==> src/rtl/fpu_issue_fifo_pkg.sv <==
// Shared FPU definitions: opcode width and encodings, issue FIFO depth,
// pointer/count widths and a pointer-increment helper.
`ifndef FPU_ISSUE_FIFO_PKG_SV
`define FPU_ISSUE_FIFO_PKG_SV

package fpu_issue_fifo_pkg;

    localparam int FPU_OP_W   = 4;
    localparam int FPU_DEPTH  = 4;
    localparam int FPU_PTR_W  = 2;
    localparam int FPU_CNT_W  = 3;
    localparam int FPU_RD_W   = 5;
    localparam int FPU_DATA_W = 32;

    typedef enum logic [FPU_OP_W-1:0] {
        FOP_ADD  = 4'd0,
        FOP_SUB  = 4'd1,
        FOP_MUL  = 4'd2,
        FOP_DIV  = 4'd3,
        FOP_SQRT = 4'd4,
        FOP_MIN  = 4'd5,
        FOP_MAX  = 4'd6,
        FOP_CVT  = 4'd7,
        FOP_CMP  = 4'd8
    } fpu_op_e;

    // Pointers are exactly FPU_PTR_W bits wide, so the wrap from 3 to 0 is free.
    function automatic logic [FPU_PTR_W-1:0] ptr_inc(input logic [FPU_PTR_W-1:0] p);
        return p + FPU_PTR_W'(1);
    endfunction

endpackage

`endif

==> src/rtl/mux2to1by32.sv <==
// 2:1 multiplexer on 32-bit words.
module mux2to1by32 (
    input  logic [31:0] d0,
    input  logic [31:0] d1,
    input  logic        sel,
    output logic [31:0] y
);

    assign y = sel ? d1 : d0;

endmodule

==> src/rtl/mux4to1by32.sv <==
// 4:1 multiplexer on 32-bit words.
module mux4to1by32 (
    input  logic [31:0] d0,
    input  logic [31:0] d1,
    input  logic [31:0] d2,
    input  logic [31:0] d3,
    input  logic [1:0]  sel,
    output logic [31:0] y
);

    // Select one of four words.
    always_comb begin
        y = d0;
        case (sel)
            2'd0: y = d0;
            2'd1: y = d1;
            2'd2: y = d2;
            2'd3: y = d3;
            default: y = d0;
        endcase
    end

endmodule

==> src/rtl/fpu_issue_fifo.sv <==
// Four-entry issue FIFO between FP operand selection and FPU execute.
// Optional macro FPU_ISSUE_BYPASS_EN: when the FIFO is empty an offered
// operation is presented at the output in the same cycle and, if taken,
// never stored.
module fpu_issue_fifo
    import fpu_issue_fifo_pkg::*;
#(
    parameter int OP_W  = FPU_OP_W,
    parameter int DEPTH = FPU_DEPTH
) (
    input  logic            clk,
    input  logic            reset,
    input  logic            flush,
    input  logic            in_valid,
    output logic            in_ready,
    input  logic [OP_W-1:0] in_op,
    input  logic [4:0]      in_rd,
    input  logic [31:0]     in_a,
    input  logic [31:0]     in_b,
    output logic            out_valid,
    input  logic            out_ready,
    output logic [OP_W-1:0] out_op,
    output logic [4:0]      out_rd,
    output logic [31:0]     out_a,
    output logic [31:0]     out_b,
    output logic [2:0]      count
);

    logic [FPU_PTR_W-1:0] wr_ptr;
    logic [FPU_PTR_W-1:0] rd_ptr;
    logic [FPU_CNT_W-1:0] cnt_q;

    logic [OP_W-1:0] op_mem [DEPTH];
    logic [4:0]      rd_mem [DEPTH];
    logic [31:0]     a_mem  [DEPTH];
    logic [31:0]     b_mem  [DEPTH];

    logic        empty;
    logic        full;
    logic        bypass;
    logic        push;
    logic        store;
    logic        pop;
    logic [31:0] head_a;
    logic [31:0] head_b;

    assign empty    = (cnt_q == '0);
    assign full     = (cnt_q == FPU_CNT_W'(DEPTH));
    assign in_ready = !full;
    assign push     = in_valid && in_ready;
    // A bypassed operation that is taken the same cycle is never written.
    assign store    = push && !(bypass && out_ready);
    assign pop      = !empty && out_ready;
    assign count    = cnt_q;

    mux4to1by32 u_head_a (
        .d0  (a_mem[0]),
        .d1  (a_mem[1]),
        .d2  (a_mem[2]),
        .d3  (a_mem[3]),
        .sel (rd_ptr),
        .y   (head_a)
    );

    mux4to1by32 u_head_b (
        .d0  (b_mem[0]),
        .d1  (b_mem[1]),
        .d2  (b_mem[2]),
        .d3  (b_mem[3]),
        .sel (rd_ptr),
        .y   (head_b)
    );

`ifdef FPU_ISSUE_BYPASS_EN
    assign bypass    = empty && in_valid && !flush;
    assign out_valid = !empty || bypass;
    assign out_op    = bypass ? in_op : op_mem[rd_ptr];
    assign out_rd    = bypass ? in_rd : rd_mem[rd_ptr];

    mux2to1by32 u_byp_a (
        .d0  (head_a),
        .d1  (in_a),
        .sel (bypass),
        .y   (out_a)
    );

    mux2to1by32 u_byp_b (
        .d0  (head_b),
        .d1  (in_b),
        .sel (bypass),
        .y   (out_b)
    );
`else
    assign bypass    = 1'b0;
    assign out_valid = !empty;
    assign out_op    = op_mem[rd_ptr];
    assign out_rd    = rd_mem[rd_ptr];

    // Operand buses read as zero while nothing is presented.
    mux2to1by32 u_hold_a (
        .d0  (32'h0),
        .d1  (head_a),
        .sel (out_valid),
        .y   (out_a)
    );

    mux2to1by32 u_hold_b (
        .d0  (32'h0),
        .d1  (head_b),
        .sel (out_valid),
        .y   (out_b)
    );
`endif

    // Pointer and occupancy update; reset beats flush, flush beats push/pop.
    always_ff @(posedge clk) begin
        if (reset) begin
            wr_ptr <= '0;
            rd_ptr <= '0;
            cnt_q  <= '0;
        end else if (flush) begin
            wr_ptr <= '0;
            rd_ptr <= '0;
            cnt_q  <= '0;
        end else begin
            if (store) wr_ptr <= ptr_inc(wr_ptr);
            if (pop)   rd_ptr <= ptr_inc(rd_ptr);
            if (store && !pop)      cnt_q <= cnt_q + FPU_CNT_W'(1);
            else if (!store && pop) cnt_q <= cnt_q - FPU_CNT_W'(1);
        end
    end

    // Entry storage write; contents are deliberately left unreset.
    always_ff @(posedge clk) begin
        if (!reset && !flush && store) begin
            op_mem[wr_ptr] <= in_op;
            rd_mem[wr_ptr] <= in_rd;
            a_mem[wr_ptr]  <= in_a;
            b_mem[wr_ptr]  <= in_b;
        end
    end

endmodule

==> config.mk <==
export PLATFORM = sky130hd
export DESIGN_NAME = fpu_issue_fifo
export DESIGN_NICKNAME = d
export VERILOG_FILES = /design/src/rtl/fpu_issue_fifo_pkg.sv /design/src/rtl/mux2to1by32.sv /design/src/rtl/mux4to1by32.sv /design/src/rtl/fpu_issue_fifo.sv
export SDC_FILE = /design/constraint.sdc
export NUM_CORES = 1
export LEC_CHECK = 0
export CAP_MARGIN = 20
export CORE_MARGIN = 2
export CORE_UTILIZATION = 30
export DETAILED_ROUTE_END_ITERATION = 8
export GPL_TIMING_DRIVEN = 0
export PLACE_DENSITY = 0.47
export SYNTH_ARGS = -nofsm -noshare
export SYNTH_HDL_FRONTEND = slang
export SYNTH_SLANG_ARGS = --single-unit
==> constraint.sdc <==
create_clock -name clk -period 3.6 [get_ports clk]
set_clock_uncertainty 0.15 [all_clocks]
set_input_delay 0.72 -clock clk [delete_from_list [all_inputs] [get_ports clk]]
set_output_delay 0.72 -clock clk [all_outputs]
set_load 0.05 [all_outputs]
### Word level (Yosys, flattened, before mapping)

Memory sizes are Yosys's and may differ from the RTL's. A register that Yosys moved wholly into a read port is not among the register bits.
Index checks and enable logic that the tools add are counted.

| storage, ports and cells | value |
|---|---|
| flip-flop bits (word level) | 7 |
| bits in writable memories | 292 |
| output and inout bits | 78 |
| memories | 4 |

| cells by class | value |
|---|---|
| add/subtract/negate cells | 4 |
| equal/unequal tests | 4 |
| multiplexer cells | 12 |
| reduce and logical (&&, ||, !) cells | 16 |

Memory list:

| memory | words | bits a word | rd ports | clocked after memory_dff | wr ports | RTL line | RTL |
|---|---|---|---|---|---|---|---|
| a_mem | 4 | 32 | 4 | 0 | 1 | fpu_issue_fifo.sv:35 | `logic [31:0] a_mem [DEPTH];` |
| b_mem | 4 | 32 | 4 | 0 | 1 | fpu_issue_fifo.sv:36 | `logic [31:0] b_mem [DEPTH];` |
| rd_mem | 4 | 5 | 1 | 1 | 1 | fpu_issue_fifo.sv:34 | `logic [4:0] rd_mem [DEPTH];` |
| op_mem | 4 | 4 | 1 | 1 | 1 | fpu_issue_fifo.sv:33 | `logic [OP_W-1:0] op_mem [DEPTH];` |

Operator list:

| kind | count |
|---|---|
| one-hot mux 32 bit (4 select lines) | 2 |
| two-way mux 32 bit | 2 |
| two-way mux 2 bit | 4 |
| logical AND 1 bit | 6 |
| zero test 1 bit | 6 |
| two-way mux 3 bit | 2 |
| adder 2 x 1 -> 2 bit (second input constant) | 2 |
| equality test 2 bit (second input constant) | 2 |
| adder 3 x 1 -> 3 bit (second input constant) | 1 |
| equality test 3 bit (second input constant) | 1 |
| zero test 3 bit | 1 |
| subtractor 3 x 1 -> 3 bit (second input constant) | 1 |
| equality test 2 x 1 -> 1 bit (second input constant) | 1 |
| zero test 2 bit | 1 |
| two-way mux 1 bit | 2 |
| nonzero test 2 bit | 1 |
| OR reduction 2 bit | 1 |

### Logic depth before layout (Yosys ltp)

Gate-level depths: netlist (run 1).

| logic depth | value |
|---|---|
| depth in word-level cells | 7 |
| depth in mapped cells | 9 |

### By module

A second synthesis (run 1) with hierarchy kept.

| unflattened totals | value |
|---|---|
| cells, all modules | 503 |
| area total of the unflattened synthesis | 12187.9 µm² |

By module, submodules not included:

| module | times used | cells an instance | area each (µm²) |
|---|---|---|---|
| fpu_issue_fifo | 1 | 353 | 9470.3 |
| mux4to1by32 | 2 | 39 | 814.5 |
| mux2to1by32 | 2 | 36 | 544.3 |

### Least setup slack after synthesis (run 1)

Ideal clock, no wire load.

| timing | value |
|---|---|
| path type | reg-to-reg |
| start point | register cnt_q[0] (netlist: count[0]) |
| end point | memory a_mem[0][0] (enable) |
| arrival | 3.105 ns |
| required time | 3.010 ns |
| path slack | -0.095 ns |
| stages on the path, launching flop included | 5 |
| clock period less this slack | 3.695 ns |
| cell sequence | dfxtp_1 -> or3b_4 -> and2_4 -> buf_6 -> and3_1 |

| between the ends | value |
|---|---|
| cells in the longest elaborated chain, start to end | 6 |

Ends and longest elaborated chain:

| item | RTL line | RTL |
|---|---|---|
| from (decl) | fpu_issue_fifo.sv:31 | `logic [FPU_CNT_W-1:0] cnt_q;` |
| from (signal assigned) | fpu_issue_fifo.sv:128 | `if (store && !pop) cnt_q <= cnt_q + FPU_CNT_W'(1);` |
| from (signal assigned) | fpu_issue_fifo.sv:129 | `else if (!store && pop) cnt_q <= cnt_q - FPU_CNT_W'(1);` |
| equality test 3 bit | fpu_issue_fifo.sv:48 | `assign full = (cnt_q == FPU_CNT_W'(DEPTH));` |
| zero test 1 bit | fpu_issue_fifo.sv:49 | `assign in_ready = !full;` |
| named net in_ready | fpu_issue_fifo.sv:15 | `output logic in_ready,` |
| logical AND 1 bit | fpu_issue_fifo.sv:50 | `assign push = in_valid && in_ready;` |
| named net push | fpu_issue_fifo.sv:41 | `logic push;` |
| logical AND 1 bit | fpu_issue_fifo.sv:135 | `if (!reset && !flush && store) begin` |
| two-way mux 1 bit | fpu_issue_fifo.sv:135 |  |
| two-way mux 1 bit (implied by the code) | fpu_issue_fifo.sv:138 | `a_mem[wr_ptr] <= in_a;` |
| to (decl) | fpu_issue_fifo.sv:35 |  |

The timed path passes the listed nets, and every way through them passes these cells.

### Worst setup path after layout (run 1)

| timing | value |
|---|---|
| start point | register rd_ptr[0] |
| end point | output port out_a[12] |

| between the ends | value |
|---|---|
| cells in the longest elaborated chain, start to end | 3 |

Ends and longest elaborated chain:

| item | RTL line | RTL |
|---|---|---|
| from (decl) | fpu_issue_fifo.sv:30 | `logic [FPU_PTR_W-1:0] rd_ptr;` |
| from (signal assigned) | fpu_issue_fifo.sv:127 | `if (pop) rd_ptr <= ptr_inc(rd_ptr);` |
| equality test 2 bit, or another cell as far along | mux4to1by32.sv:14 | `case (sel)` |
| one-hot mux 32 bit (4 select lines) * | mux4to1by32.sv:14 |  |
| two-way mux 32 bit * | mux2to1by32.sv:9 | `assign y = sel ? d1 : d0;` |
| to (decl) | fpu_issue_fifo.sv:24 | `output logic [31:0] out_a,` |

Mark *: on every way between the ends. The rest lies on a longest branch, timed or not.

==> impl_results.md, run 1 <==
- Status: completed
- Post-Synth XOR/XNOR Area: 0.2398%
- Total number of vias: 6460
- DRT Wirelength: 27900 um
- Area share of the largest cell type after synthesis: 80.04%
- Syn Nets: 681
- RSZ-0062 raised after global routing: yes
- Antenna-violating nets left: 0
- Initial antenna violation count: 0
- Max Slew Vio Count: 0
- Ranking of synthesized cells by area: edfxtp_1 (80%), a222oi_1 (5.8%), a21oi_1 (3.0%)
- Worst Reg-to-Reg Cells: 7
- Seq/Total Area, Yosys: 81.68%
- Cells along the critical path: inv_1 > ha_2 > buf_2 > a222oi_1 > a21oi_1 > dlygate4sd2_1
- Largest family of logic cells by synthesized area: compound AO/OA/AOI/OAI gates
- Via density: 5.079
- Post-DP HPWL: 16630 um
- Total power draw: 8.282 mW
- Predominant post-synthesis flop cell: edfxtp_1
- Vias in the first global route: 6917
- Worst-Skew Late Latency: 500 ps
- Drt first pass iters: 5
- Worst path max stage delay: 570 ps
- DRT iter0 DRCs: 620
- R2R Setup Slk: 1130 ps
- Worst min path class: flip-flop to flip-flop
- Critical Path RT: 2730 ps
- CP Capture Type: output port
- Tmin final: 3469 ps
- TritonCTS Sinks: 301
- Starting Density: 30.65%
- Root Buffer: clkbuf_16
- Simple-gate share of the synthesized area: 0.9822%
- Synth unique cells: 28
- Max-slew headroom: 57.51%
- Startpoint Class: flip-flop
- Global-route wire length before repair: 42030 um
- GRT overflow: 0
- Adder-cell share of the synthesized area: 1.211%
- Row cnt: 69
- CTS tree: done
- Critical-path top delay cell: dlygate4sd2_1
- Final Cycle Share: 96.37%
- Max FO, Critical Path: 10
- Max Buffers Root-to-Sink: 3
- Post-synthesis compound-gate area fraction: 12.06%
- RR Endpoint: count[2]
- VDD IR max: 0.4217 mV
- Horiz. Die Dim: 195.1 um
- Most frequent cells in the layout: edfxtp_1 (292), clkdlybuf4s50_1 (90), o21ai_0 (66), a21oi_1 (66), a222oi_1 (64)
- Final hold violation count: 0
- Reg2reg start: count[1]
- Drt drc: 0
- Setup violators final: 0
- Die area: 0.03806 sq mm
- Layout cell share with drive strength beyond 1: 19.73%
- WS Path Type: flip-flop to output port
- Port bufs: 155
- Mapped Avg Cell Area: 18.47 sq um
- Leading area contributor after synthesis: edfxtp_1
- Post-synthesis cell count: 593
- Fin nets: 873
- Core Region: 0.03574 sq mm
- Post-synthesis mux area share: 1.942%
- Hold_sp: wr_ptr[0]
- Mapped cell area: 0.01096 sq mm
- Filler instances: 3365
- PD cells: 583.7 mW/mm^2
- Setup TNS: 0 ps
- TritonCTS buffer count: 34
- Ys async rst share: 0%
- P&R area growth vs syn: 29.52%
- EDFF count, synth: 292
- Yosys Warn Count: 0
- RePlAce Congestion: 0.7161
- Die height: 195.1 um
- Reg clk slew, reported paths: 60 ps
- Hold depth: 2
- F_max: 288.3 MHz
- Average wire per standard cell: 21.93 um
- Max_cap viols: 0
- Io pins: 156
- Overall Global Routing Usage: 14.54%
- Leak pwr: 4.587 nW
- H-Tree Depth: 2
- Commonest non-fill, non-tap cell in the layout: edfxtp_1
- N_diodes: 0
- Setup crit start: rd_ptr[0]
- Actual slew at the worst max-slew pin: 637.4 ps
- Hold-critical path endpoint: wr_ptr[0]
- Largest net degree at the start of global routing: 42
- FF+latch count, synth: 301
- Arrival @ worst endpoint: 2600 ps
## worst max path at each step
stage	to	cells after the start
global route	out_a[12]	5
global placement	out_b[19]	8
CTS	out_b[5]	6
floorplan	out_b[22]	5
detailed placement	out_a[26]	7
finish	out_a[12]	6
## power by group
group          internal [mW]  total (mW)  switching, mW
combinational          0.321        1.13          0.812
sequential              3.89        3.91         0.0170
clock                   1.95        3.24           1.29
total                   6.16        8.28           2.12
## cells in the mapped netlist, drive strengths merged (2+ instances only)
| cell type | n |
|---|---|
| nor2 | 5 |
| ha | 9 |
| clkbuf | 39 |
| o31ai | 2 |
| inv | 6 |
| a222oi | 64 |
| mux4 | 9 |
| and3 | 4 |
| nand2 | 2 |
| dfxtp | 9 |
| a21oi | 66 |
| edfxtp | 292 |
| xor2 | 2 |
| or3 | 2 |
| o21ai | 66 |
| buf | 7 |
| nand4 | 2 |
## layout make-up
type | count | area, sq um | share of cell area [%]
Buffer | 43 | 220.2 | 1.552
Clock buffer | 49 | 970.9 | 6.842
Clock inverter | 13 | 82.58 | 0.5820
Inverter | 6 | 22.52 | 0.1587
Multi-Input combinational cell | 240 | 1828 | 12.88
Sequential cell | 301 | 8950 | 63.07
Tap cell | 461 | 576.8 | 4.065
Timing Repair Buffer | 159 | 1539 | 10.85
## kinds of logic (layout without fill, tap and decap cells)
logic type	Yosys count	in the layout
DFF	301	301
AOI/OAI and AO/OA	198	198
buffers and inverters	52	270
and+or+nand+nor	19	19
adders and majority gates	10	10
muxes	10	10
xor gates and xnor gates	3	3
## worst max-delay path, delay by kind of cell, from the launching register on
kind                     cells  cell delay, ps
flip-flops                   1             330
AO/OA/AOI/OAI                2             330
adder cells (fa/ha/maj)      1             430
buffers and inverters        3            1010
## stage by stage
stage / worst slack [ps] / utilization (%) / area, sq um / instances / hold WS [ps]
floorplan: 63.21 / - / 10960 / 593 / 320.1
detailed placement: -353.2 / 36.97 / 13210 / 1213 / 346.3
global placement: -337.6 / 36.62 / 13090 / 1209 / 337.3
finish: 130.8 / 39.70 / 14190 / 1272 / 365.2
CTS: 2.302 / 40.02 / 14300 / 1272 / 357.1
global route: -51.86 / 39.70 / 14190 / 1272 / 407.6
## state kept, by name, summed over array words and instances, names as in the netlist, named ones only
name	count
rd_ptr	2
count	3
rd_mem	20
a_mem	128
wr_ptr	2
b_mem	128
op_mem	16
## routing by layer
layer  part of all wire (%)  vias up  global-route usage (%)
li1                       -     2884                       -
met1                     44     3322                   19.57
met2                     49      216                   24.33
met3                    5.7       38                   2.763
met4                    1.6        0                   3.647
met5                      0        -                       0
## repair_timing
item | 4_1_cts | 5_1_grt
hold buffers | 0 | 0
buffers inserted | 0 | 0
endpoints found under the setup margin | 65 | 56
gates resized for setup | 162 | 66
Note: power is estimated with default switching activity, not from simulation.
==> run 2, diff against run 1 <==
ABC_AREA = 1   (was default)
==> impl_results.md, run 2 <==
- TritonCTS Sinks: 301 (unchanged)
- Syn Nets: 993 (+46%)
- Cells along the critical path: inv_1 > ha_1 > buf_2 > buf_2 > a21oi_1 > a21oi_1 > dlygate4sd2_1
- Predominant post-synthesis flop cell: edfxtp_1
- Yosys Warn Count: 0 (unchanged)
- CTS tree: done
- Core Region: 0.03856 sq mm (+7.9%)
- Worst-Skew Late Latency: 510 ps (about the same)
- Arrival @ worst endpoint: 2590 ps (about the same)
- Most frequent cells in the layout: edfxtp_1 (292), nand2_1 (202), a21oi_1 (134)
- TritonCTS buffer count: 34 (unchanged)
- Largest net degree at the start of global routing: 26 (-38%)
- Overall Global Routing Usage: 14.44% (-0.11 points)
- Antenna-violating nets left: 0 (unchanged)
- Total power draw: 8.609 mW (+3.9%)
- Commonest non-fill, non-tap cell in the layout: edfxtp_1
- Root Buffer: clkbuf_16
- Max-slew headroom: 48.36% (-9.1 points)
- Synth top cells by count: edfxtp_1 (292), nand2_1 (202), a21oi_1 (134)
- Worst min path class: flip-flop to flip-flop
- RSZ-0062 raised after global routing: no
- Leading area contributor after synthesis: edfxtp_1
- EDFF count, synth: 292 (unchanged)
- Synth unique cells: 22 (-21%)
- Leak pwr: 5.439 nW (+19%)
- Vias in the first global route: 7277 (+5.2%)
- Initial antenna violation count: 1 (+1)
- Starting Density: 30.31% (-0.35 points)
- Placed Cells: 1590 (+31%)
- P&R area growth vs syn: 28.70%
- Ranking of synthesized cells by area: edfxtp_1 (75%), nand2_1 (6.5%), a21oi_1 (5.7%)
- Io pins: 156 (unchanged)
- RePlAce Congestion: 0.7033 (-1.8%)
- VDD IR max: 0.3248 mV (-23%)
- Max Slew Vio Count: 0 (unchanged)
- Area share of the largest cell type after synthesis: 75.04% (-5.0 points)
- Port bufs: 155 (unchanged)
- Startpoint Class: flip-flop
- Max FO, Critical Path: 10 (unchanged)
- Count leader, synth: edfxtp_1
- Regs by FF count: a_mem (128), b_mem (128), rd_mem (20)
- Average wire per standard cell: 17.57 um (-20%)
- Max_cap viols: 0 (unchanged)
- Mapped Avg Cell Area: 12.91 sq um (-30%)
- Via density: 4.453 (-12%)
- Max Buffers Root-to-Sink: 3 (unchanged)
- H-Tree Depth: 2 (unchanged)
- Drt first pass iters: 4 (-1)
- CP Capture Type: output port
- Critical Path RT: 2730 ps (about the same)
- Finished Layout Cells: 1651 (+30%)
- Mapped cell area: 0.01168 sq mm (+6.7%)
- Die area: 0.04054 sq mm (+6.5%)
- Fin nets: 1196 (+37%)
- Critical-path top delay cell: dlygate4sd2_1
- Global-route wire length before repair: 44440 um (+5.7%)
- Tmin final: 3460 ps (-9.462 ps)
- Actual slew at the worst max-slew pin: 772.8 ps (+135.4 ps)
- Reg clk slew, reported paths: 50 ps (about the same)
- Seq/Total Area, Yosys: 76.58% (-5.1 points)
- Place WS: -49.04 ps (+304.2 ps)
- FF+latch count, synth: 301 (unchanged)
- Setup violators final: 0 (unchanged)
- Hold Slack: 390.4 ps (+25.13 ps)
- Layout cell share with drive strength beyond 1: 14.92% (-4.8 points)
- Die height: 201.4 um (+3.2%)
- Setup ws final: 140.3 ps (+9.462 ps)
- Final hold violation count: 0 (unchanged)
- Horiz. Die Dim: 201.4 um (+3.2%)
- F_max: 289.0 MHz (+0.27%)
- Total number of vias: 7352 (+14%)
- PD cells: 572.5 mW/mm^2 (-1.9%)
- DRT Wirelength: 29000 um (+4.0%)
- Ys async rst share: 0% (unchanged)
- Final Cycle Share: 96.10% (-0.26 points)
- DRT iter0 DRCs: 388 (-37%)
- Post-synthesis cell count: 905 (+53%)
- GRT overflow: 0 (unchanged)
- Row cnt: 72 (+4.3%)
- Post-DP HPWL: 18080 um (+8.7%)
- Status: completed
- Worst path max stage delay: 540 ps (-30 ps)
- WS Path Type: flip-flop to output port
- N_diodes: 0 (unchanged)
- Drt drc: 0 (unchanged)
run 2: where the power goes:
part / switching (mW) / internal, mW / leakage (nW) / total [mW]
clock: 1.35 / 2.15 / 0.548 / 3.50
combinational: 0.884 / 0.314 / 2.18 / 1.20
sequential: 0.0159 / 3.89 / 2.71 / 3.91
total: 2.25 / 6.36 / 5.44 / 8.61
run 2: area by class of cell:
cell class | instances | area (sq um)
fillers | 3752 | 23520
plain buffers | 44 | 222.7
clock inverters | 15 | 170.2
flip-flops and latches | 301 | 8949
clock buffers | 46 | 959.7
inverters | 83 | 312.8
well taps | 518 | 648.1
repair buffers | 167 | 1539
multi-input cells | 477 | 2237
run 2: critical path: cells and delay by family (launching register included):
kind / cells / cell delay [ps]
buffers and inverters: 4 / 1340
flip-flops: 1 / 350
AO/OA/AOI/OAI: 2 / 210
adder cells (fa/ha/maj): 1 / 180
run 2: cell families (layout without fill, tap and decap cells):
family,after synthesis,in the layout,share of synthesized area (%)
DFF,301,301,76.58
and+or+nand+nor,240,240,7.935
AOI/OAI and AO/OA,227,227,9.819
buffers and inverters,127,355,4.529
adders and majority gates,10,10,1.135
run 2: per-layer routing:
layer  routed length [um]  global-route usage [%]  vias to the layer above
li1                     -                       -                     3581
met1                13340                   19.33                     3577
met2                13760                   23.87                      153
met3                 1400                   3.077                       39
met4                  494                   3.755                        2
met5                   13                       0                        -
run 2: worst paths after layout:
check	endpoint	startpoint	slack, ps	cells after the start
setup / recovery	out_b[10]	rd_ptr[1]	140	7
hold / removal	wr_ptr[1]	wr_ptr[1]	390	2
setup reg to reg	a_mem[3][21]	count[0]	920	7
hold reg to reg	wr_ptr[1]	wr_ptr[1]	390	2
run 2: timing repair:
item,4_1_cts,5_1_grt
endpoints found under the setup margin,64,60
gates resized for setup,78,108
hold buffers,0,0
setup buffers,0,0
run 2: stage by stage:
stage	cell area [sq um]	setup TNS, ps	utilization, %
CTS	15260	0	39.57
finish	15040	0	39.00
global route	15040	0	39.00
detailed placement	14180	-118.1	36.79
global placement	13890	-740710	36.04
floorplan	11700	-113220	-
